[config.mk]
export PLATFORM = sky130hd
export DESIGN_NAME = pic_ctrl_core
export DESIGN_NICKNAME = d
export VERILOG_FILES = /design/src/rtl/pic_pkg.sv /design/src/rtl/pic_prio_resolver.sv /design/src/rtl/pic_ctrl_core.sv
export SDC_FILE = /design/constraint.sdc
export NUM_CORES = 1
export LEC_CHECK = 0
export ABC_AREA = 1
export CAP_MARGIN = 20
export CELL_PAD_IN_SITES_DETAIL_PLACEMENT = 0
export CELL_PAD_IN_SITES_GLOBAL_PLACEMENT = 1
export CORE_ASPECT_RATIO = 1.5
export CORE_MARGIN = 5
export CORE_UTILIZATION = 44
export CTS_CLUSTER_SIZE = 24
export DETAILED_ROUTE_END_ITERATION = 12
export HOLD_SLACK_MARGIN = 0.1
export MAX_ROUTING_LAYER = met4
export PLACE_DENSITY_LB_ADDON = 0.25
export SLEW_MARGIN = 10
export SYNTH_ARGS = -nofsm -noshare
export SYNTH_HDL_FRONTEND = slang
export SYNTH_HIERARCHICAL = 1
export SYNTH_SLANG_ARGS = --single-unit
[constraint.sdc]
create_clock -name clk -period 6.37 [get_ports clk]
set_input_delay 1.5925 -clock clk [delete_from_list [all_inputs] [get_ports clk]]
set_output_delay 1.5925 -clock clk [all_outputs]
set_load 0.01 [all_outputs]
[src/rtl/pic_pkg.sv]
// Shared types and command codes for the pic_ctrl_core interrupt controller.
// Holds the init and INTA state encodings, the OCW2 commands and the read-select codes.
package pic_pkg;

    typedef enum logic [2:0] {
        WAIT_ICW1,
        WAIT_ICW2,
        WAIT_ICW3,
        WAIT_ICW4,
        READY
    } init_state_e;

    typedef enum logic [1:0] {
        INTA_IDLE,
        INTA_ACK1,
        INTA_ACK2
    } inta_state_e;

    localparam logic [2:0] OCW2_CLR_RAEOI = 3'b000;
    localparam logic [2:0] OCW2_NSEOI     = 3'b001;
    localparam logic [2:0] OCW2_SEOI      = 3'b011;
    localparam logic [2:0] OCW2_SET_RAEOI = 3'b100;
    localparam logic [2:0] OCW2_ROT_NSEOI = 3'b101;
    localparam logic [2:0] OCW2_SET_PRIO  = 3'b110;
    localparam logic [2:0] OCW2_ROT_SEOI  = 3'b111;

    localparam logic RSEL_IRR = 1'b0;
    localparam logic RSEL_ISR = 1'b1;

endpackage

[src/rtl/pic_prio_resolver.sv]
// Combinational rotating priority encoder: the channel just after lowest_prio_i
// has rank 0 (highest); returns the highest-ranked set request.
module pic_prio_resolver #(
    parameter  int NUM_IRQ = 8,
    localparam int ID_W    = $clog2(NUM_IRQ)
) (
    input  logic [NUM_IRQ-1:0] req_i,
    input  logic [ID_W-1:0]    lowest_prio_i,
    output logic               valid_o,
    output logic [ID_W-1:0]    id_o
);

    logic [NUM_IRQ-1:0] rot_req;
    logic [ID_W-1:0]    rank;

    // rot_req[r] is the request holding rank r; NUM_IRQ is a power of two so wrap is free
    generate
        for (genvar gi = 0; gi < NUM_IRQ; gi++) begin : g_rot
            logic [ID_W-1:0] src;
            assign src         = lowest_prio_i + ID_W'(gi + 1);
            assign rot_req[gi] = req_i[src];
        end
    endgenerate

    always_comb begin
        rank = '0;
        for (int r = NUM_IRQ - 1; r >= 0; r--) begin
            if (rot_req[r]) begin
                rank = ID_W'(r);
            end
        end
    end

    assign valid_o = |req_i;
    assign id_o    = lowest_prio_i + rank + ID_W'(1);

endmodule

[src/rtl/pic_ctrl_core.sv]
// 8259-style interrupt controller core: ICW/OCW programming, IRR/IMR/ISR, INTA vectoring.
// Optional special-mask mode is compiled in when PIC_SPECIAL_MASK_EN is defined.
module pic_ctrl_core
    import pic_pkg::*;
#(
    parameter  int NUM_IRQ = 8,
    localparam int ID_W    = $clog2(NUM_IRQ)
) (
    input  logic               clk,
    input  logic               rst_n,
    input  logic               wr_en,
    input  logic               rd_en,
    input  logic               a0,
    input  logic [7:0]         wdata,
    output logic [7:0]         rdata,
    output logic               rdata_vld,
    input  logic [NUM_IRQ-1:0] irq_i,
    input  logic               inta_n,
    output logic               int_o,
    output logic               init_done
);

    init_state_e        init_q, init_d;
    inta_state_e        inta_q, inta_d;
    logic               ic4_q, ic4_d, sngl_q, sngl_d, ltim_q, ltim_d;
    logic               aeoi_q, aeoi_d, raeoi_q, raeoi_d, rsel_q, rsel_d;
    logic [4:0]         base_q, base_d;
    logic [NUM_IRQ-1:0] irr_q, irr_d, imr_q, imr_d, isr_q, isr_d, irq_prev_q;
    logic [ID_W-1:0]    lowest_q, lowest_d, ack_id_q, ack_id_d;
    logic               ack_spur_q, ack_spur_d;
    logic               inta_prev_q, int_q, int_d, vld_q, vld_d;
    logic [7:0]         rdata_q, rdata_d;

    logic [NUM_IRQ-1:0] isr_block;
    logic               req_vld, isr_vld, win, icw1, inta_fall, inta_rise;
    logic [ID_W-1:0]    req_id, isr_id, req_rank, isr_rank, sel_id;

`ifdef PIC_SPECIAL_MASK_EN
    logic smm_q, smm_d;
    assign isr_block = isr_q & ~(smm_q ? imr_q : '0);
`else
    assign isr_block = isr_q;
`endif

    pic_prio_resolver #(.NUM_IRQ(NUM_IRQ)) u_req_res (
        .req_i(irr_q & ~imr_q), .lowest_prio_i(lowest_q), .valid_o(req_vld), .id_o(req_id)
    );
    pic_prio_resolver #(.NUM_IRQ(NUM_IRQ)) u_isr_res (
        .req_i(isr_block), .lowest_prio_i(lowest_q), .valid_o(isr_vld), .id_o(isr_id)
    );

    assign req_rank  = req_id - lowest_q - ID_W'(1);
    assign isr_rank  = isr_id - lowest_q - ID_W'(1);
    assign win       = req_vld && (!isr_vld || (req_rank < isr_rank));
    assign icw1      = wr_en && !a0 && wdata[4];
    assign inta_fall = inta_prev_q && !inta_n;
    assign inta_rise = !inta_prev_q && inta_n;
    assign sel_id    = wdata[ID_W-1:0];

    always_comb begin
        init_d     = init_q;
        inta_d     = inta_q;
        ic4_d      = ic4_q;
        sngl_d     = sngl_q;
        ltim_d     = ltim_q;
        aeoi_d     = aeoi_q;
        raeoi_d    = raeoi_q;
        rsel_d     = rsel_q;
        base_d     = base_q;
        imr_d      = imr_q;
        isr_d      = isr_q;
        lowest_d   = lowest_q;
        ack_id_d   = ack_id_q;
        ack_spur_d = ack_spur_q;
        irr_d      = ltim_q ? irq_i : (irr_q | (irq_i & ~irq_prev_q));
        int_d      = (init_q == READY) && win;
        vld_d      = 1'b0;
        rdata_d    = rdata_q;
`ifdef PIC_SPECIAL_MASK_EN
        smm_d      = smm_q;
`endif
        if (rd_en) begin
            vld_d   = 1'b1;
            rdata_d = a0 ? 8'(imr_q) : ((rsel_q == RSEL_ISR) ? 8'(isr_q) : 8'(irr_q));
        end
        if (icw1) begin
            ic4_d    = wdata[0];
            sngl_d   = wdata[1];
            ltim_d   = wdata[3];
            imr_d    = '0;
            isr_d    = '0;
            lowest_d = ID_W'(NUM_IRQ - 1);
            inta_d   = INTA_IDLE;
            init_d   = WAIT_ICW2;
            int_d    = 1'b0;
        end else begin
            if (wr_en) begin
                case (init_q)
                    WAIT_ICW2: if (a0) begin
                        base_d = wdata[7:3];
                        init_d = !sngl_q ? WAIT_ICW3 : (ic4_q ? WAIT_ICW4 : READY);
                    end
                    // Cascade is not modelled, so ICW3 is accepted and discarded.
                    WAIT_ICW3: if (a0) init_d = ic4_q ? WAIT_ICW4 : READY;
                    WAIT_ICW4: if (a0) begin
                        aeoi_d = wdata[1];
                        init_d = READY;
                    end
                    READY: begin
                        if (a0) begin
                            imr_d = wdata[NUM_IRQ-1:0];
                        end else if (wdata[4:3] == 2'b00) begin
                            case (wdata[7:5])
                                OCW2_NSEOI:     if (isr_vld) isr_d[isr_id] = 1'b0;
                                OCW2_SEOI:      isr_d[sel_id] = 1'b0;
                                OCW2_ROT_NSEOI: if (isr_vld) begin
                                    isr_d[isr_id] = 1'b0;
                                    lowest_d      = isr_id;
                                end
                                OCW2_ROT_SEOI:  if (|isr_q) begin
                                    isr_d[sel_id] = 1'b0;
                                    lowest_d      = sel_id;
                                end
                                OCW2_SET_PRIO:  lowest_d = sel_id;
                                OCW2_SET_RAEOI: raeoi_d = 1'b1;
                                OCW2_CLR_RAEOI: raeoi_d = 1'b0;
                                default: ;
                            endcase
                        end else if (wdata[4:3] == 2'b01) begin
                            if (wdata[1]) rsel_d = wdata[0];
`ifdef PIC_SPECIAL_MASK_EN
                            if (wdata[6:5] == 2'b11) smm_d = 1'b1;
                            if (wdata[6:5] == 2'b10) smm_d = 1'b0;
`endif
                        end
                    end
                    default: ;
                endcase
            end
            // Evaluated after the OCW writes so an acknowledge wins over an EOI to the same bit.
            if (init_q == READY) begin
                case (inta_q)
                    INTA_IDLE: if (inta_fall) begin
                        inta_d = INTA_ACK1;
                        int_d  = 1'b0;
                        if (win) begin
                            ack_id_d      = req_id;
                            ack_spur_d    = 1'b0;
                            isr_d[req_id] = 1'b1;
                            irr_d[req_id] = 1'b0;
                        end else begin
                            ack_id_d   = ID_W'(NUM_IRQ - 1);
                            ack_spur_d = 1'b1;
                        end
                    end
                    INTA_ACK1: if (inta_fall) begin
                        rdata_d = {base_q, 3'(ack_id_q)};
                        vld_d   = 1'b1;
                        inta_d  = INTA_ACK2;
                    end
                    INTA_ACK2: if (inta_rise) begin
                        if (aeoi_q && !ack_spur_q) begin
                            isr_d[ack_id_q] = 1'b0;
                            if (raeoi_q) lowest_d = ack_id_q;
                        end
                        inta_d = INTA_IDLE;
                    end
                    default: inta_d = INTA_IDLE;
                endcase
            end
        end
    end

    always_ff @(posedge clk or negedge rst_n) begin
        if (!rst_n) begin
            init_q      <= WAIT_ICW1;
            inta_q      <= INTA_IDLE;
            ic4_q       <= 1'b0;
            sngl_q      <= 1'b0;
            ltim_q      <= 1'b0;
            aeoi_q      <= 1'b0;
            raeoi_q     <= 1'b0;
            rsel_q      <= RSEL_IRR;
            base_q      <= '0;
            irr_q       <= '0;
            imr_q       <= '0;
            isr_q       <= '0;
            irq_prev_q  <= '0;
            lowest_q    <= ID_W'(NUM_IRQ - 1);
            ack_id_q    <= '0;
            ack_spur_q  <= 1'b0;
            inta_prev_q <= 1'b1;
            int_q       <= 1'b0;
            vld_q       <= 1'b0;
            rdata_q     <= '0;
`ifdef PIC_SPECIAL_MASK_EN
            smm_q       <= 1'b0;
`endif
        end else begin
            init_q      <= init_d;
            inta_q      <= inta_d;
            ic4_q       <= ic4_d;
            sngl_q      <= sngl_d;
            ltim_q      <= ltim_d;
            aeoi_q      <= aeoi_d;
            raeoi_q     <= raeoi_d;
            rsel_q      <= rsel_d;
            base_q      <= base_d;
            irr_q       <= irr_d;
            imr_q       <= imr_d;
            isr_q       <= isr_d;
            irq_prev_q  <= irq_i;
            lowest_q    <= lowest_d;
            ack_id_q    <= ack_id_d;
            ack_spur_q  <= ack_spur_d;
            inta_prev_q <= inta_n;
            int_q       <= int_d;
            vld_q       <= vld_d;
            rdata_q     <= rdata_d;
`ifdef PIC_SPECIAL_MASK_EN
            smm_q       <= smm_d;
`endif
        end
    end

    assign rdata     = rdata_q;
    assign rdata_vld = vld_q;
    assign int_o     = int_q;
    assign init_done = (init_q == READY);

endmodule

Word-level counts from Yosys, hierarchy flattened
Index checks and enable logic that the tools add are counted.
- muxes and demuxes: 127
- $add $sub $neg: 15
- equality and inequality tests: 19
- bitwise logic cells: 17
- magnitude comparators: 17
- reduce and logical (&&, ||, !) cells: 36
- operator list (operator ; count):
    $mux 8 ; 30
    $mux 3 ; 36
    $and 8x8->8 ; 6
    $bmux 1 s3 ; 16
    $lt 3x4->1 const B ; 12
    $not 8->8 ; 6
    $mux 1 ; 30
    $pmux 8 s3 ; 1
    $ne 3x3->1 const B ; 6
    $pmux 3 s3 ; 2
    $or 8x8->8 ; 2
    $pmux 8 s2 ; 1
    $reduce_and 4->1 ; 4
    $reduce_or 8->1 ; 2
    $eq 3x3->1 const B ; 5
    $add 3x3->3 const B ; 4
    $demux 1 s3 ; 4
    $ge 3x1->1 const B ; 4
    $logic_and 1x1->1 ; 11
    $mux 2 ; 5
    $add 3x1->3 const B ; 3
    $eq 3x2->1 const B ; 3
    $reduce_bool 2->1 ; 4
    $reduce_and 7->1 ; 1
    20 further kinds ; 33
- input port bits: 22
- bits in registers: 66
- logic and storage cells: 251

Longest topological paths before layout
- depth after elaboration: 31
- depth in mapped cells: 33

Hierarchy
The synthesis kept the hierarchy.
- modules (own cells, without submodules) (module ; cells each ; instances ; area each (um^2)):
    pic_ctrl_core ; 487 ; 1 ; 3788.6
    pic_prio_resolver at u_isr_res ; 101 ; 1 ; 583.1
    pic_prio_resolver at u_req_res ; 101 ; 1 ; 560.5

Worst setup path after synthesis
No wires, ideal clock.
- path type: flip-flop to flip-flop
- start point: reg lowest_q[1]
- end point: reg isr_q[6], in the netlist isr_block[6]
- data arrival time: 4.379 ns
- setup slack: 1.913 ns
- data required time: 6.293 ns
- stages on the path, launching flop included: 29
- clock period less this slack: 4.457 ns
- library setup time: 0.077 ns
- path through: dfstp_2 inv_2 ha_1 inv_1 nand3_1 nand2_2 nand2_2 nand2_1 nand2_1 nand2_1 nand2_1 nand2_1 nand2_1 nand2_1 nand2_1 ha_1 inv_1 fa_1 fa_1 xnor2_1 xor2_1 ha_1 a21oi_1 nand2_1 nand2_1 nand2_1 nor2_2 nand4_1 a21oi_1
- RTL lines (element ; line ; source):
    from (decl) ; pic_ctrl_core.sv:29 ; logic [ID_W-1:0] lowest_q, lowest_d, ack_id_q, ack_id_d;
    from (signal assigned) ; pic_ctrl_core.sv:189 ; lowest_q <= ID_W'(NUM_IRQ - 1);
    from (signal assigned) ; pic_ctrl_core.sv:213 ; lowest_q <= lowest_d;
    $add 3x3->3 / $bmux 1 s3 (equally long branches) ; pic_prio_resolver.sv:20, pic_prio_resolver.sv:21 ;
    $bmux 1 s3 / $mux 1 (equally long branches) ; pic_prio_resolver.sv:21 ; assign rot_req[gi] = req_i[src];
    $mux 1 (not written as such) / $mux 3 (equally long branches) ; pic_prio_resolver.sv:21, pic_prio_resolver.sv:28 ;
    $mux 3 (7 in a row) ; pic_prio_resolver.sv:28 ; if (rot_req[r]) begin
    $add 3x3->3 (*) ; pic_prio_resolver.sv:35 ; assign id_o = lowest_prio_i + rank + ID_W'(1);
    $add 3x1->3 (*) ; pic_prio_resolver.sv:35 ;
    net req_id[1] ; pic_ctrl_core.sv:36 ; logic [ID_W-1:0] req_id, isr_id, req_rank, isr_rank, sel_id;
    $sub 3x3->3 (tied with other cells) ; pic_ctrl_core.sv:52 ; assign req_rank = req_id - lowest_q - ID_W'(1);
    [... 2 more ...] ; n/a ;
    $logic_or 1x1->1 / $demux 1 s3 (equally long branches) ; pic_ctrl_core.sv:54, pic_ctrl_core.sv:149 ;
    $logic_and 1x1->1 / $or 8x8->8 (equally long branches) ; n/a ;
    $mux 8 (*) ; pic_ctrl_core.sv:146 ; if (win) begin
    $mux 8 (*) ; pic_ctrl_core.sv:143 ; INTA_IDLE: if (inta_fall) begin
    $pmux 8 s2 (*) ; pic_ctrl_core.sv:142 ; case (inta_q)
    $mux 8 (*) ; pic_ctrl_core.sv:141 ; if (init_q == READY) begin
    $mux 8 (*) ; pic_ctrl_core.sv:86 ; if (icw1) begin
    net isr_d[6] ; pic_ctrl_core.sv:28 ; logic [NUM_IRQ-1:0] irr_q, irr_d, imr_q, imr_d, isr_q, isr_d, irq_prev_q;
    to (signal assigned) ; pic_ctrl_core.sv:211 ; isr_q <= isr_d;
    to (decl) ; pic_ctrl_core.sv:28 ;
Mark *: on every way through the listed nets, which the timed path passes. The rest lies on a longest branch. The select of a mux whose other input is x is not followed.
A chain may end at the register's enable or synchronous reset.

Worst setup path after layout
- start point: reg lowest_q[0]
- end point: reg isr_q[6], in the netlist isr_block[6]
The elaborated chain is that of the path after synthesis.

==> metrics <==
status finished clean; synthesized area 0.004932 sq mm; Top Ports 33; Yosys warnings 6; Starting Density 44.85%; Mapped Cells approximately 690; Synth area leader dfrtp_1; sequential area share after synthesis between 30 and 40%; crit-path max FO 22; CTS buffer count 9; CP arrival between 5 and 6 ns; Worst-path clk slew 0.06 ns; dpl hpwl 11270 microns; Post-Route Skew ~0.0075 ns; Synth cell types 48; clock tree buffer depth 2; total number of vias 4723; Max Cap Viol 0; min-delay worst type register to register; DIE AREA about 0.013 sq mm; share of cells above drive strength 1 13.14%; worst setup margin between 1 and 1.5 ns; fill count roughly 1.1k; Final Hold Viols 0; Max IR drop VDD between 0.2 and 0.25 mV; Setup WS pre-CTS approximately 1.3 ns; Worst setup SP type register; CTS root buffer clkbuf_16; part of the cycle the worst path needs ~80%; CTS HTree Levels 3; # resized after CTS 0; Peak Freq 0.1959 GHz; Hold Buf Count CTS 0; vias in the first global route 4560; post-synthesis register bit count 66; drt pass-1 iters 5; Placement Rows 47; largest net degree at the start of global routing 67; global route overflow 0; top post-synthesis cells by area dfrtp_1 (31%), nand2_1 (14%), nand3_1 (7.0%); asr flop ratio synth 100.0%; DIE HEIGHT between 100 and 150 microns; total power about 0.0019 W; final core occ just over 50%; syn nets between 700 and 800; # Post-CTS Setup Buffers 0; Setup TNS 0 ns; Worst EP required ~6.6 ns; EDFF count, synth 0; Post-DRT Antenna Nets 0; total track usage a little under a quarter; worst-skew pair later-pin latency 0.33 ns; CP peak stage delay about 0.82 ns; CP Class register to register; Routed WL around 15000 microns; antenna violations before repair 0; pwr dens roughly 330 mW/mm^2; Syn-to-layout area delta 13.85%; first-pass GRT wire length between 20000 and 25000 microns; Slew Limit Headroom between 40% and 50%; Most used DFF post-synth dfrtp_1; RSZ-0062 raised after global routing no; Die Width between 90 and 100 microns; DRC 0; DR iter-0 viols between 300 and 400; final net count between 700 and 800; Synth top area share between 30% and 40%; Mapped Avg Cell Area a little over 7 sq um; vias per cell ~5.4; final setup vio count 0; routed len/inst between 15 and 20 microns; CTS tree done; Crit. End Element register; diode count 0; Worst-Margin Slew between 0.8 and 0.9 ns; Static Leak ~2.7 nW; CP max stage cell dfstp_2; Slew Limit Fails 0; gp weighted congestion ~0.91; Core Box Area between 0.01 and 0.015 sq mm; final worst path period need 5.106 ns; CTS sink cnt 66; IO buf count 32; crit-path most repeated cell nand2_1
-- path summary, 6_finish.rpt --
kind	start	end	slack, ns	cells past startpoint
worst min register to register	base_q[2]$_DFFE_PN0P_	base_q[2]$_DFFE_PN0P_	0.49	2
max in group asynchronous	rst_n	irq_prev_q[3]$_DFF_PN0_	4.36	2
worst max register to register	lowest_q[0]$_DFF_PN1_	isr_block[6]$_DFF_PN0_	1.26	25
worst min-delay path	base_q[2]$_DFFE_PN0P_	base_q[2]$_DFFE_PN0P_	0.49	2
min in group asynchronous	rst_n	rdata[7]$_DFF_PN0_	1.44	2
worst max-delay path	lowest_q[0]$_DFF_PN1_	isr_block[6]$_DFF_PN0_	1.26	25
-- critical path: cells and delay by family (launching register included) --
| kind | cells | cell delay [ns] |
|---|---|---|
| fa+ha+maj | 5 | 1.85 |
| flops | 1 | 0.82 |
| buf+inv | 3 | 0.31 |
| compound gates | 3 | 0.44 |
| xor+xnor | 2 | 0.40 |
| simple gates | 12 | 1.22 |
-- metal layers --
metal	global-route usage [%]	share of wire, %
met4	10.27	4.7
met2	38.43	51
met5	-	0
met3	3.618	4.3
met1	27.09	40
-- registers in the layout, summed over array words and instances, names as in the netlist, 2 cells and up --
signal	count
init_q	3
inta_q	2
rdata	8
irq_prev_q	8
base_q	5
imr_q	8
irr_q	8
isr_block	8
ack_id_q	3
lowest_q	3
-- synthesized netlist by cell type, drive strengths merged, types with 5 or more instances --
cell and number:
nand3 70, nor4 6, a22oi 9, ha 10, buf 10, inv 79, nand2 218, o21a 6
o21ai 35, o22ai 8, clkbuf 5, a31oi 15, a21oi 28, nor2 77, dfrtp 62, nand4 9
nor3 8, xor2 8
-- final cells by class --
type / instances / area, sq um / area share [%]
clock buffers: 12 / 266.5 / 4.746
well taps: 147 / 183.9 / 3.275
multi-input cells: 525 / 2829 / 50.38
flip-flops and latches: 66 / 1657 / 29.50
repair buffers: 33 / 322.8 / 5.749
clock inverters: 4 / 25.02 / 0.4456
inverters: 83 / 331.6 / 5.905
-- through the flow --
stage / hold WS [ns] / instance area [sq um] / std cells
6_report: 0.4878 / 5615 / 870
5_1_grt: 0.5127 / 5615 / 870
4_1_cts: 0.4884 / 5615 / 870
3_5_place_dp: 0.4743 / 5324 / 854
3_3_place_gp: 0.4738 / 5324 / 854
2_1_floorplan: 0.4534 / 4932 / 689
-- logic make-up after synthesis --
group | count (synthesis) | share of synthesized area, %
flip-flops | 66 | 33.59
AND/OR/NAND/NOR | 391 | 36.12
buffers and inverters | 98 | 9.056
adder cells (fa/ha/maj) | 14 | 4.160
XOR/XNOR | 12 | 3.120
AO/OA/AOI/OAI | 108 | 13.95
-- where the power goes --
part | leakage, nW | internal [W] | switching (W) | total [W]
Clock | 0.141 | 0.000294 | 0.000187 | 0.000481
Combinational | 1.74 | 0.000268 | 0.000516 | 0.000784
Sequential | 0.820 | 0.000512 | 0.0000963 | 0.000608
-- cells in the final DEF (no fill, tap or decap), types with 9 or more instances in the layout --
| cell | synthesis | routed |
|---|---|---|
| nand2_1 | 190 | 190 |
| ha_1 | 10 | 10 |
| a21oi_1 | 26 | 26 |
| nand2_2 | 24 | 24 |
| nand3_1 | 69 | 69 |
| inv_1 | 68 | 68 |
| nor2_1 | 67 | 67 |
| o21ai_0 | 33 | 33 |
| clkdlybuf4s50_1 | 0 | 31 |
| clkbuf_16 | 0 | 9 |
| a22oi_1 | 9 | 9 |
| dfrtp_1 | 62 | 62 |
(Power assumes the default switching activity.)
